[src/rtl/vram_pkg.sv]
// Shared constants and types for the video RAM arbiter and its slot timer.
package vram_pkg;
  localparam int VRAM_AW         = 14;
  localparam int SLOT_CYCLES_DEF = 8;
  localparam int CPU_PHASE_DEF   = 4;
  localparam int PH_VID0         = 0;
  localparam int PH_VID1         = 1;

  typedef enum logic [1:0] {
    C_IDLE = 2'd0,
    C_PEND = 2'd1,
    C_RESP = 2'd2
  } cpu_st_e;

  typedef struct packed {
    logic               we;
    logic [VRAM_AW-1:0] addr;
    logic [7:0]         wdata;
  } cpu_req_t;
endpackage

[src/rtl/vram_slot_timer.sv]
// Character-period phase counter and slot decode shared by the CGA/MDA arbiters.
module vram_slot_timer
  import vram_pkg::*;
#(
  parameter int SLOT_CYCLES = SLOT_CYCLES_DEF,
  parameter int CPU_PHASE   = CPU_PHASE_DEF
) (
  input  logic clk,
  input  logic reset_n,
  input  logic divclk,
  input  logic blank_n,
  output logic vid0_slot,
  output logic vid1_slot,
  output logic cpu_slot
);
  localparam int PW = (SLOT_CYCLES > 1) ? $clog2(SLOT_CYCLES) : 1;
  localparam logic [PW-1:0] PH_LAST = PW'(SLOT_CYCLES - 1);

  logic [PW-1:0] phase;

  // Saturating at the last phase means a missing divclk stops issuing slots.
  always_ff @(posedge clk or negedge reset_n) begin
    if (!reset_n)             phase <= PH_LAST;
    else if (divclk)          phase <= '0;
    else if (phase != PH_LAST) phase <= phase + PW'(1);
  end

  assign vid0_slot = blank_n && (phase == PW'(PH_VID0));
  assign vid1_slot = blank_n && (phase == PW'(PH_VID1));
  assign cpu_slot  = (phase == PW'(CPU_PHASE)) || (!blank_n && (phase == PW'(PH_VID0)));
endmodule

[src/rtl/vram_arbiter.sv]
// Snow-free sharing of one single-port VRAM between CRTC fetch and ISA CPU accesses.
module vram_arbiter
  import vram_pkg::*;
#(
  parameter int SLOT_CYCLES = SLOT_CYCLES_DEF,
  parameter int CPU_PHASE   = CPU_PHASE_DEF
) (
  input  logic                clk,
  input  logic                reset_n,
  input  logic                divclk,
  input  logic                disp_en,
  input  logic                gfx_mode,
  input  logic [VRAM_AW-1:0]  crtc_addr,
  input  logic [4:0]          crtc_row,
  input  logic                cpu_req,
  input  logic                cpu_we,
  input  logic [VRAM_AW-1:0]  cpu_addr,
  input  logic [7:0]          cpu_wdata,
  output logic                cpu_busy,
  output logic                cpu_done,
  output logic [7:0]          cpu_rdata,
  output logic [VRAM_AW-1:0]  ram_addr,
  output logic                ram_we,
  output logic [7:0]          ram_wdata,
  input  logic [7:0]          ram_rdata,
  output logic [7:0]          vid_byte0,
  output logic [7:0]          vid_byte1,
  output logic                vid_valid
);
  localparam int STAGES = 2;

  logic [12:0]       addr_q;
  logic              row0_q, gfx_q, blank_n;
  logic              vid0_slot, vid1_slot, cpu_slot;
  logic [STAGES:0]   vld_pipe;
  logic [VRAM_AW-1:0] a0;
  cpu_st_e           st_q, st_d;
  cpu_req_t          lat;
  logic [7:0]        wdata_hold;
  logic              serve;

  logic unused_ok;
  assign unused_ok = ^{crtc_addr[13], crtc_row[4:1]};

  vram_slot_timer #(.SLOT_CYCLES(SLOT_CYCLES), .CPU_PHASE(CPU_PHASE)) u_timer (
    .clk       (clk),
    .reset_n   (reset_n),
    .divclk    (divclk),
    .blank_n   (blank_n),
    .vid0_slot (vid0_slot),
    .vid1_slot (vid1_slot),
    .cpu_slot  (cpu_slot)
  );

  always_ff @(posedge clk or negedge reset_n) begin
    if (!reset_n) begin
      addr_q  <= '0;
      row0_q  <= 1'b0;
      gfx_q   <= 1'b0;
      blank_n <= 1'b0;
    end else if (divclk) begin
      addr_q  <= crtc_addr[12:0];
      row0_q  <= crtc_row[0];
      gfx_q   <= gfx_mode;
      blank_n <= disp_en;
    end
  end

  assign a0 = gfx_q ? {row0_q, addr_q[11:0], 1'b0} : {addr_q, 1'b0};
  assign cpu_busy = (st_q != C_IDLE);

  // CPU slot and video slots are mutually exclusive by construction of the timer.
  always_comb begin
    serve     = 1'b0;
    ram_addr  = '0;
    ram_we    = 1'b0;
    ram_wdata = wdata_hold;
    if (st_q == C_PEND && cpu_slot) begin
      serve     = 1'b1;
      ram_addr  = lat.addr;
      ram_we    = lat.we;
      ram_wdata = lat.wdata;
    end else if (vid0_slot) begin
      ram_addr  = a0;
    end else if (vid1_slot) begin
      ram_addr  = a0 | VRAM_AW'(1);
    end
  end

  always_comb begin
    st_d = st_q;
    case (st_q)
      C_IDLE:  if (cpu_req) st_d = C_PEND;
      C_PEND:  if (serve)   st_d = C_RESP;
      C_RESP:  st_d = C_IDLE;
      default: st_d = C_IDLE;
    endcase
  end

  always_ff @(posedge clk or negedge reset_n) begin
    if (!reset_n) begin
      st_q       <= C_IDLE;
      lat        <= '0;
      wdata_hold <= '0;
      cpu_done   <= 1'b0;
      cpu_rdata  <= '0;
    end else begin
      st_q     <= st_d;
      cpu_done <= (st_q == C_RESP);
      if (st_q == C_IDLE && cpu_req) lat <= '{we: cpu_we, addr: cpu_addr, wdata: cpu_wdata};
      if (serve) wdata_hold <= lat.wdata;
      if (st_q == C_RESP && !lat.we) cpu_rdata <= ram_rdata;
    end
  end

  // vld_pipe[0] is high in phase 1 (byte0 data on ram_rdata), [1] in phase 2, [2] in phase 3.
  always_ff @(posedge clk or negedge reset_n) begin
    if (!reset_n) begin
      vld_pipe  <= '0;
      vid_byte0 <= '0;
      vid_byte1 <= '0;
    end else begin
      vld_pipe <= {vld_pipe[STAGES-1:0], vid0_slot};
      if (vld_pipe[0]) vid_byte0 <= ram_rdata;
      if (vld_pipe[1]) vid_byte1 <= ram_rdata;
    end
  end

  assign vid_valid = vld_pipe[STAGES];
endmodule

[config.mk]
export PLATFORM = sky130hd
export DESIGN_NAME = vram_arbiter
export DESIGN_NICKNAME = d
export VERILOG_FILES = /design/src/rtl/vram_pkg.sv /design/src/rtl/vram_slot_timer.sv /design/src/rtl/vram_arbiter.sv
export SDC_FILE = /design/constraint.sdc
export NUM_CORES = 1
export LEC_CHECK = 0
export BUFFER_PORTS_ARGS = -buffer_cell sky130_fd_sc_hd__buf_4
export CORE_MARGIN = 8
export CORE_UTILIZATION = 34
export CTS_CLUSTER_DIAMETER = 100
export CTS_CLUSTER_SIZE = 28
export DETAILED_ROUTE_END_ITERATION = 8
export GPL_ROUTABILITY_DRIVEN = 0
export GPL_TIMING_DRIVEN = 0
export SYNTH_ARGS = -nofsm -noshare
export SYNTH_HDL_FRONTEND = slang
export SYNTH_HIERARCHICAL = 1
export SYNTH_SLANG_ARGS = --single-unit
[constraint.sdc]
create_clock -name clk -period 2.23 [get_ports clk]
set_input_delay 0.223 -clock clk [delete_from_list [all_inputs] [get_ports clk]]
set_output_delay 0.223 -clock clk [all_outputs]
set_load 0.05 [all_outputs]
* Yosys cells after proc, flatten, opt, wreduce, memory -nomap -nowiden
Index checks and enable logic that the tools add are counted.
Storage, ports and cells: output and inout bits 50, register bits after elaboration 80
Operators by class: reduce and logical (&&, ||, !) cells 14, equality and inequality tests 7, muxes and demuxes 12, $add $sub $neg 1
Operators with widths (number):
- 14-bit two-way mux | 4
- 8-bit two-way mux | 1
- 1-bit logical AND | 6
- 3-bit two-way mux | 2
- 2-bit two-way mux | 2
- 2-bit != test, second input constant | 2
- 2-bit one-hot mux with 2 select lines | 1
- 2-bit nonzero test | 2
- 3-bit by 1-bit adder with 3-bit output, second input constant | 1
- 3-bit by 1-bit == test with 1-bit output, second input constant | 1
- 3-bit == test, second input constant | 1
- 3-bit zero test | 1
- 3-bit != test, second input constant | 1
- 2-bit by 1-bit == test with 1-bit output, second input constant | 1
- 2-bit == test, second input constant | 1
- 1-bit zero test | 2
- 2-bit zero test | 1
- 1-bit two-way mux | 2
- 2-bit AND reduction | 1
- 1-bit logical OR | 1

* Depth between registers and ports, before layout
Gate-level depths: netlist of run 1.
depth after elaboration 7, mapped depth 7

* Cells and area by module
The synthesis of run 1 kept the hierarchy.
Modules (own cells, without submodules):
- vram_arbiter | cells an instance 236, area each 3347.0 sq um, sequential area each 1926.8 sq um, instances 1
- vram_slot_timer | cells an instance 19, area each 200.2 sq um, sequential area each 78.8 sq um, instances 1

* Least setup slack after synthesis of run 1
OpenSTA, ideal clock, no wires.
kind register -> output, from register u_timer.phase[0], to output ram_addr[13], data arrival time 2.655 ns, data required time 2.007 ns, cell stages (with the launch flop) 8, slack -0.648 ns, cells stage by stage dfstp_2 > inv_1 > ha_1 > a21boi_0 > and3b_1 > buf_6 > buf_6 > o31ai_1
On the way: cells in the longest elaborated chain, start to end 5, elaborated cells on any way between the ends 11
Ends and longest elaborated chain:
- start, declared | line vram_slot_timer.sv:19 | logic [PW-1:0] phase;
- start signal, assigned | line vram_slot_timer.sv:25 | else if (phase != PH_LAST) phase <= phase + PW'(1);
- 3-bit zero test | line vram_slot_timer.sv:30 | assign cpu_slot = (phase == PW'(CPU_PHASE)) || (!blank_n && (phase == PW'(PH_VID0)));
- 1-bit logical AND | line vram_slot_timer.sv:30
- 1-bit logical OR * | line vram_slot_timer.sv:30
- net cpu_slot | line vram_arbiter.sv:34 | logic vid0_slot, vid1_slot, cpu_slot;
- 1-bit logical AND * | line vram_arbiter.sv:78 | if (st_q == C_PEND && cpu_slot) begin
- 14-bit two-way mux * | line vram_arbiter.sv:78
- end, declared | line vram_arbiter.sv:22 | output logic [VRAM_AW-1:0] ram_addr,
The timed path passes the listed nets; every way through them passes the cells marked *.

* Worst setup path in the final report of run 1
from register u_timer.phase[0], to output ram_wdata[5]
On the way: cells in the longest elaborated chain, start to end 5, elaborated cells on any way between the ends 6
Ends and longest elaborated chain:
- 3-bit zero test | line vram_slot_timer.sv:30
- 1-bit logical AND | line vram_slot_timer.sv:30
- 1-bit logical OR * | line vram_slot_timer.sv:30
- net cpu_slot | line vram_arbiter.sv:34
- 1-bit logical AND * | line vram_arbiter.sv:78
- 8-bit two-way mux * | line vram_arbiter.sv:78
- end, declared | line vram_arbiter.sv:24 | output logic [7:0] ram_wdata,
Marked as above.

==> flow_metrics.env, run 1 <==
export IMPL_fp_dieH_um=118
export IMPL_ios=106
export IMPL_core_rowCount=37
export IMPL_pwr_share_clk_pct=17.8
export IMPL_synth_xor_area_share_pct=0.247
export IMPL_ys_ff_latch=80
export IMPL_critPathMaxFanout=5
export IMPL_p_int_mw=4.14
export IMPL_postLayoutCoreUtil_pct=50.2
export IMPL_critPathArrivalTime_ns=2.14
export IMPL_r2r_cells=8
export IMPL_final_common_cell="buf_4"
export IMPL_ys_warn_count=6
export IMPL_cts_clk_slew_worst_paths_ns=0.10
export IMPL_cts_root_buf="clkbuf_8"
export IMPL_drive_gt1_share_pct=59.6
export IMPL_drt_pass1_iterations=4
export IMPL_finalSetupViolations=22
export IMPL_worst_pin_slew_ns=1.01
export IMPL_dieArea_mm2=0.0140
export IMPL_synth_cell_types=27
export IMPL_hold_viol_final=0
export IMPL_seqPwrFrac_pct=31.9
export IMPL_status="complete, but fails checks"
export IMPL_wl_um=8230
export IMPL_grt_max_degree=81
export IMPL_numCtsBuffers=9
export IMPL_areaGrowthSynthToFinish_pct=44.7
export IMPL_combinationalPowerShare_pct=50.3
export IMPL_worst_slack_ns=-0.130
export IMPL_relSlewSlack_pct=32.8
export IMPL_final_setup_tns_ns=-2.24
export IMPL_p_switching_mw=2.89
export IMPL_synth_top_family_by_area="multiplexers"
export IMPL_setup_worst_path_end_class="primary output"
export IMPL_crit_required_ns=2.01
export IMPL_seq_area_frac_synth_pct=56.5
export IMPL_period_minus_slack_ns=2.36
export IMPL_layout_common_cells="84 x buf_4, 77 x dfrtp_1, 52 x mux2_2"
export IMPL_skew_ns=0.0190
export IMPL_fin_crit_sh_pct=106
export IMPL_fin_nets=434
export IMPL_routed_via_density=4.67
export IMPL_p_sw_share_pct=41.1
export IMPL_reg2reg_from="u_timer/phase[0]"
export IMPL_syn_nets=315
export IMPL_ant_nets=0
export IMPL_antenna_found_initial=0
export IMPL_netlist_area_mm2=0.00355
export IMPL_dp_hpwl_um=5880
export IMPL_netlist_instances=255
export IMPL_cts_tree="done"
export IMPL_clock_sinks=80
export IMPL_core_area_mm2=0.0102
export IMPL_synth_edff_count=0
export IMPL_synth_compound_area_share_pct=4.80
export IMPL_p_leak_nw=2.33
export IMPL_vdd_ir_drop_max_uv=615
export IMPL_synthArstFlopShare_pct=100
export IMPL_port_buffers=100
export IMPL_synthSimpleGateAreaFrac_pct=7.62
export IMPL_drv_slew=0
export IMPL_overflow=0
export IMPL_drc=0
export IMPL_r2r_slack_ns=0.35
export IMPL_rsz0062_at_grt="yes"
export IMPL_synth_adder_area_share_pct=1.41
export IMPL_syn_area_per_cell_um2=13.9
export IMPL_initial_core_util_pct=34.7
export IMPL_grt_pass1_vias=2669
export IMPL_violations="setup timing"
export IMPL_htreeDepth=3
export IMPL_synth_flop_cell="dfrtp_1"
export IMPL_crit_type="register to primary output"
export IMPL_rr_endpoint="wdata_hold[4]"
export IMPL_wire_per_inst_um=16.0
export IMPL_clk_latency_ns=0.35
export IMPL_grt_pass1_wl_um=13600
export IMPL_vias=2404
export IMPL_maxCapViolCount=0
export IMPL_hp_class="input pin to asynchronous set/reset pin"
export IMPL_p_per_area_mw_per_mm2=1370
export IMPL_track_usage_pct=12.1
export IMPL_detailedRoute_firstIterationViolations=84
export IMPL_fmax_mhz=424
export IMPL_synth_mux_area_share_pct=24.0
export IMPL_clockBufferDepth=2
export IMPL_num_antenna_cells=0
export IMPL_die_x_um=118
export IMPL_cp_start_kind="register"
## layer usage
metal / share of wire, % / global-route usage (%) / vias to the layer above
met4: 1.2 / 4.08 / 0
met3: 6.1 / 4.09 / 8
met2: 45 / 18.5 / 70
met1: 47 / 15.6 / 1190
met5: 0 / 0 / -
li1: - / - / 1136
## repair_timing
item | CTS | global route
pin swaps | 11 | 3
gates resized for setup | 52 | 0
hold endpoints to repair | 3 | 0
hold buffers | 1 | 0
gates cloned | 1 | 0
setup buffers | 7 | 0
endpoints found under the setup margin | 23 | 23
## cells in the mapped netlist (3+ instances only)
master | n | area share [%]
nand2_1 | 12 | 1.3
mux2i_1 | 3 | 0.85
buf_6 | 7 | 2.2
clkbuf_1 | 8 | 0.85
dfrtp_1 | 77 | 54
nor2_1 | 4 | 0.42
mux2_2 | 52 | 17
o31ai_1 | 13 | 2.8
nand4b_1 | 13 | 3.2
mux2_4 | 15 | 6.3
inv_1 | 15 | 1.6
ha_1 | 4 | 1.4
o21ai_0 | 12 | 1.7
dfstp_2 | 3 | 2.2
## power groups by stage
stage | Combinational [mW] | Sequential (mW) | Clock [mW]
3_5_place_dp | 3.25 | 2.27 | 0
2_1_floorplan | 1.81 | 2.80 | 0
5_1_grt | 3.71 | 2.31 | 1.36
3_3_place_gp | 3.22 | 2.25 | 0
4_1_cts | 3.58 | 2.24 | 1.30
6_report | 3.53 | 2.24 | 1.25
## stage by stage
stage	setup slack [ns]	power [mW]	hold WS, ns	cell area (um2)	instances
global route	-0.223	7.39	0.0707	5130	515
finish	-0.130	7.03	0.0422	5130	515
detailed placement	-0.218	5.52	0.360	4570	491
floorplan	-0.216	4.61	-0.0726	3650	255
CTS	-0.163	7.12	0.0592	5130	515
global placement	-0.232	5.47	0.355	4570	491
## worst max-delay path by stage
| stage | from | end | cells after the start |
|---|---|---|---|
| 2_1_floorplan | u_timer/phase[0] | ram_addr[1] | 7 |
| 3_3_place_gp | u_timer/phase[0] | ram_wdata[6] | 8 |
| 3_5_place_dp | u_timer/phase[1] | ram_wdata[6] | 8 |
| 4_1_cts | u_timer/phase[1] | ram_wdata[5] | 8 |
| 5_1_grt | u_timer/phase[0] | ram_wdata[7] | 8 |
| 6_report | u_timer/phase[0] | ram_wdata[5] | 8 |
## sequential cells by signal (all words and copies together), names as in the netlist
signal         flops
lat               23
gfx_q              1
vid_byte1          8
vld_pipe           3
cpu_rdata          8
blank_n            1
wdata_hold         8
row0_q             1
vid_byte0          8
st_q               2
cpu_done           1
addr_q            13
u_timer/phase      3
## kinds of logic after synthesis
group	count (synthesis)
fa+ha+maj	4
xor+xnor	1
flops	80
simple gates	40
mux	71
buf+inv	32
compound gates	27
## area by class of cell
class / instances / area (um2)
Timing Repair Buffer: 109 / 935
Multi-Input combinational cell: 143 / 1560
Fill cell: 926 / 5100
Inverter: 15 / 56.3
Buffer: 16 / 169
Clock buffer: 9 / 124
Sequential cell: 80 / 2010
Tap cell: 136 / 170
Clock inverter: 7 / 109
## critical path, cell delays in order, from the launching register on
cell and delay (ns):
dfstp_2 0.55, inv_2 0.05, ha_4 0.15, a21boi_4 0.14
and3b_1 0.17, buf_6 0.15, buf_12 0.14, mux2_4 0.30
buf_8 0.15
Power figures use the tool's default switching activity.
==> run 2, diff against run 1 <==
- TNS_END_PERCENT: default -> 5
==> run 2 against run 1 <==
Against the previous run:
- the run still ends with setup timing left
- sequential share of layout area grew 0.53 points
- via count down 1.1%
- clock power down 11%
- critical endpoint is now ram_wdata[4]
==> flow_metrics.env, run 2 (synthesized netlist as in run 1, its figures left out) <==
export IMPL_p_switching_mw=2.85
export IMPL_p_leak_nw=2.28
export IMPL_worst_path_buf_inv=4
export IMPL_wire_per_inst_um=16.5
export IMPL_fin_crit_sh_pct=108
export IMPL_drv_slew=0
export IMPL_status="complete, but fails checks"
export IMPL_clk_latency_ns=0.35
export IMPL_fin_nets=430
export IMPL_rr_endpoint="wdata_hold[4]"
export IMPL_crit_required_ns=2.01
export IMPL_n_fill_cell=927
export IMPL_vias=2377
export IMPL_grt_max_degree=81
export IMPL_largest_reg_flops=23
export IMPL_grt_pass1_wl_um=14300
export IMPL_core_area_mm2=0.0102
export IMPL_vdd_ir_drop_max_uv=712
export IMPL_drt_pass1_iterations=4
export IMPL_reg_top3="lat: 23 flops, addr_q: 13 flops"
export IMPL_htreeDepth=3
export IMPL_crit_type="register to primary output"
export IMPL_core_rowCount=37
export IMPL_dp_cells=491
export IMPL_r2r_slack_ns=0.46
export IMPL_worst_pin_slew_ns=1.02
export IMPL_fp_dieH_um=118
export IMPL_cpMostUsedCell="buf_6"
export IMPL_cpMaxStageDelayCell="dfstp_2"
export IMPL_areaGrowthSynthToFinish_pct=42.8
export IMPL_cp_start_kind="register"
export IMPL_num_antenna_cells=0
export IMPL_clock_sinks=80
export IMPL_relSlewSlack_pct=31.9
export IMPL_antenna_found_initial=0
export IMPL_setup_worst_path_end_class="primary output"
export IMPL_cts_tree="done"
export IMPL_violations="setup timing"
export IMPL_hp_class="input pin to asynchronous set/reset pin"
export IMPL_pwr_share_clk_pct=16.1
export IMPL_crit_chain="inv_2 -> ha_4 -> a21boi_4 -> and3b_1 -> buf_6 -> buf_12 -> mux2_4 -> buf_6"
export IMPL_finalSetupViolations=22
export IMPL_r2r_cells=7
export IMPL_p_int_mw=4.00
export IMPL_track_usage_pct=12.7
export IMPL_maxCapViolCount=0
export IMPL_cts_hold_buf=0
export IMPL_ios=106
export IMPL_fmax_mhz=417
export IMPL_detailedRoute_firstIterationViolations=64
export IMPL_cts_clk_slew_worst_paths_ns=0.09
export IMPL_cts_root_buf="clkbuf_8"
export IMPL_total_power_mw=6.85
export IMPL_pre_cts_ws_ns=-0.292
export IMPL_reg2reg_from="u_timer/phase[1]"
export IMPL_combinationalPowerShare_pct=51.1
export IMPL_ant_nets=0
export IMPL_critPathMaxFanout=10
export IMPL_initial_core_util_pct=34.7
export IMPL_rsz0062_at_grt="yes"
export IMPL_placed_cell_area_mm2=0.00454
export IMPL_drc=0
export IMPL_drive_gt1_share_pct=59.5
export IMPL_skew_ns=0.0103
export IMPL_p_per_area_mw_per_mm2=1350
export IMPL_multi_input_area_mm2=0.00157
export IMPL_seq_area_mm2=0.00201
export IMPL_port_buffers=100
export IMPL_seqPwrFrac_pct=32.8
export IMPL_overflow=0
export IMPL_layout_common_cells="80 x buf_4, 77 x dfrtp_1, 52 x mux2_2"
export IMPL_grt_pass1_vias=2658
export IMPL_wl_um=8450
export IMPL_dp_hpwl_um=5970
export IMPL_slowest_delay_ns=0.56
export IMPL_fin_area_mm2=0.00506
export IMPL_die_x_um=118
export IMPL_numCtsBuffers=9
export IMPL_instances_no_fill=511
export IMPL_clockBufferDepth=2
export IMPL_largest_register="lat"
export IMPL_dieArea_mm2=0.0140
export IMPL_worst_slack_ns=-0.170
export IMPL_hold_viol_final=0
export IMPL_final_common_cell="buf_4"
export IMPL_critPathTopFamily="flip-flops"
export IMPL_p_sw_share_pct=41.6
export IMPL_routed_via_density=4.65
export IMPL_period_minus_slack_ns=2.40
export IMPL_critPathArrivalTime_ns=2.18
run 2: cell count changes in the layout (fill, tap and decap cells not counted), sizes merged:
cell	before	now
dlygate4sd3	1	0
clkinv	0	2
buf	117	113
clkinvlp	0	2
inv	20	16
bufinv	2	1
clkbuf	16	18
run 2: worst max path at each step:
stage                           from      endpoint  cells past startpoint  slack, ns
floorplan           u_timer/phase[0]   ram_addr[1]                      7      -0.22
global placement    u_timer/phase[0]  ram_addr[10]                      7      -0.27
detailed placement  u_timer/phase[0]  ram_addr[10]                      7      -0.29
CTS                 u_timer/phase[1]  ram_wdata[4]                      8      -0.19
global route        u_timer/phase[0]  ram_wdata[4]                      8      -0.25
finish              u_timer/phase[1]  ram_wdata[4]                      8      -0.17
run 2: layout make-up:
class                      instances  share of cell area, %
sequential                        80                   39.6
multi-input combinational        143                   30.9
timing repair buffer             104                   17.5
buffer                            17                   3.43
tap                              136                   3.36
clock buffer                      10                   2.72
clock inverter                     6                   1.33
inverter                          15                   1.11
run 2: routing by layer:
metal | vias to the layer above | GRT usage, % | routed length (um)
li1 | 1122 | - | -
met1 | 1168 | 16.5 | 3960
met2 | 78 | 19.4 | 3850
met3 | 9 | 4.24 | 552
met4 | 0 | 4.00 | 91
met5 | - | 0 | 0
run 2: what timing repair did:
action                                  CTS  global route
resized for setup                        53             2
pin swaps                                12             4
buffers inserted                          3             0
endpoints found under the setup margin   23            23
cloned                                    1             0
endpoints found under the hold margin     0             0
run 2: power groups by stage:
stage	Clock, mW	Combinational [mW]	Sequential, mW
finish	1.11	3.50	2.25
global route	1.21	3.69	2.32
CTS	1.14	3.54	2.25
detailed placement	0	3.23	2.28
global placement	0	3.20	2.25
floorplan	0	1.79	2.80
run 2: stage by stage:
stage	TNS, ns	utilization (%)	hold slack (ns)
4_1_cts	-3.42	49.4	0.000831
6_report	-2.90	49.5	0.0150
2_1_floorplan	-2.49	-	-0.0726
3_3_place_gp	-4.33	44.4	0.357
5_1_grt	-4.87	49.5	0.00752
3_5_place_dp	-4.52	44.4	0.378
==> run 3, diff against run 2 <==
- CORE_UTILIZATION: 34 -> 51
- PLACE_DENSITY: default -> 0.79
==> run 3 against run 2 <==
Against the previous run:
- clock power is 5% lower
- sequential power about the same
- count of clock-buffer cells in the layout rose by 2
- sequential share of layout area rose by 0.48 points
- highest routed layer unchanged
- the flow still finishes with violations (setup timing)
- core utilization is 25 points higher
- critical path type unchanged
- flip-flop and latch count is the same
- first-iteration DRC count shrank 52%
- maximum frequency increased by 0.28%
- global-route usage rose by 4.2 points
==> flow_metrics.env, run 3 (synthesized netlist as in run 1, its figures left out) <==
export IMPL_crit_path_start="u_timer/phase[1]"
export IMPL_critPathMaxFanout=5
export IMPL_slowest_delay_ns=0.55
export IMPL_clockBufferDepth=2
export IMPL_cp_start_kind="register"
export IMPL_drive_gt1_share_pct=58.5
export IMPL_worst_pin_slew_ns=0.972
export IMPL_cts_clk_slew_worst_paths_ns=0.09
export IMPL_largest_reg_flops=23
export IMPL_cpMaxStageDelayCell="dfstp_2"
export IMPL_rsz0062_at_grt="yes"
export IMPL_final_common_cell="buf_4"
export IMPL_fp_dieH_um=99.4
export IMPL_drt_pass1_iterations=4
export IMPL_core_rowCount=30
export IMPL_track_usage_pct=16.8
export IMPL_die_x_um=99.4
export IMPL_fin_nets=431
export IMPL_seqPwrFrac_pct=32.9
export IMPL_vdd_ir_drop_max_uv=642
export IMPL_drv_slew=0
export IMPL_fmax_mhz=418
export IMPL_p_int_mw=4.02
export IMPL_crit_chain="inv_2 -> ha_4 -> a21boi_4 -> and3b_1 -> buf_6 -> clkbuf_16 -> mux2_4 -> buf_8"
export IMPL_crit_required_ns=2.01
export IMPL_hold_viol_final=0
export IMPL_drc=0
export IMPL_final_setup_tns_ns=-2.62
export IMPL_pwr_share_clk_pct=15.5
export IMPL_numCtsBuffers=9
export IMPL_reg_top3="lat: 23 flops, addr_q: 13 flops"
export IMPL_dp_hpwl_um=5640
export IMPL_critPathArrivalTime_ns=2.17
export IMPL_core_area_mm2=0.00676
export IMPL_ios=106
export IMPL_postLayoutCoreUtil_pct=74.1
export IMPL_combinationalPowerShare_pct=51.6
export IMPL_crit_type="register to primary output"
export IMPL_vias=2388
export IMPL_period_minus_slack_ns=2.39
export IMPL_clock_sinks=80
export IMPL_hp_class="input pin to asynchronous set/reset pin"
export IMPL_ant_nets=0
export IMPL_detailedRoute_firstIterationViolations=31
export IMPL_grt_max_degree=81
export IMPL_overflow=0
export IMPL_cts_tree="done"
export IMPL_setup_worst_path_end_class="primary output"
export IMPL_finalSetupViolations=22
export IMPL_violations="setup timing"
export IMPL_grt_pass1_vias=2688
export IMPL_areaGrowthSynthToFinish_pct=41.1
export IMPL_routed_via_density=5.24
export IMPL_htreeDepth=3
export IMPL_wl_um=7920
export IMPL_cts_root_buf="clkbuf_8"
export IMPL_port_buffers=100
export IMPL_num_antenna_cells=0
export IMPL_fin_crit_sh_pct=107
export IMPL_p_switching_mw=2.81
export IMPL_status="complete, but fails checks"
export IMPL_n_fill_cell=466
export IMPL_layout_common_cells="80 x buf_4, 77 x dfrtp_1, 52 x mux2_2"
export IMPL_antenna_found_initial=0
export IMPL_relSlewSlack_pct=35.2
export IMPL_critPathTopFamily="flip-flops"
export IMPL_p_per_area_mw_per_mm2=1370
export IMPL_dieArea_mm2=0.00988
export IMPL_maxCapViolCount=0
export IMPL_worst_path_buf_inv=4
export IMPL_skew_ns=0.0135
export IMPL_p_sw_share_pct=41.2
export IMPL_largest_register="lat"
export IMPL_wire_per_inst_um=17.4
export IMPL_reg2reg_from="u_timer/phase[1]"
export IMPL_p_leak_nw=2.28
export IMPL_initial_core_util_pct=52.5
export IMPL_worst_slack_ns=-0.163
export IMPL_clk_latency_ns=0.35
export IMPL_grt_pass1_wl_um=13300
## run 3: changes by cell type in the layout (fill, tap and decap cells not counted), sizes merged
cell | previous run | this run
buf | 113 | 112
clkbuf | 18 | 21
clkinv | 2 | 1
dlygate4sd3 | 0 | 1
inv | 16 | 15
## run 3: what timing repair did
item                       in CTS  in global routing
hold endpoints to repair        1                  0
pin swaps                       9                  4
hold buffers                    1                  0
buffers inserted                1                  2
cloned                          0                  1
setup endpoints to repair      23                 23
gates resized for setup        54                  2
## run 3: power groups by stage
stage | Combinational (mW) | Clock (mW) | Sequential (mW)
floorplan | 1.79 | 0 | 2.80
global placement | 3.18 | 0 | 2.24
detailed placement | 3.21 | 0 | 2.28
CTS | 3.49 | 1.09 | 2.25
global route | 3.69 | 1.16 | 2.32
finish | 3.53 | 1.06 | 2.25
## run 3: per-layer routing
layer / track usage (%) / share of wire [%]
met3: 5.52 / 7.0
met5: 0 / 0
met1: 20.9 / 44
met2: 26.7 / 48
met4: 5.94 / 1.3
## run 3: path summary, 6_finish.rpt
path / to / slack, ns / cells after the start
max: ram_wdata[6] / -0.16 / 8
min: wdata_hold[0] / 0.05 / 1
max reg2reg: wdata_hold[2] / 0.47 / 7
min reg2reg: vld_pipe[2] / 0.38 / 0
max in group asynchronous: blank_n / 1.57 / 1
min in group clk: addr_q[9] / 0.08 / 3
## run 3: cell type report
type	count	area (um2)	area share, %
sequential	80	2010	40.1
multi-input combinational	143	1560	31.3
timing repair buffer	105	906	18.1
buffer	17	173	3.45
clock buffer	12	145	2.90
tap	80	100	2.00
inverter	15	56.3	1.13
clock inverter	4	53.8	1.08
## run 3: stage by stage
stage          area (um2)  worst slack (ns)  cells  hold slack, ns  power (mW)
5_1_grt              5000            -0.222    456          0.0740        7.17
3_3_place_gp         4470            -0.235    435           0.358        5.42
3_5_place_dp         4470            -0.257    435           0.363        5.49
2_1_floorplan        3620            -0.216    255         -0.0726        4.59
4_1_cts              4960            -0.198    453          0.0626        6.84
6_report             5000            -0.163    456          0.0476        6.84
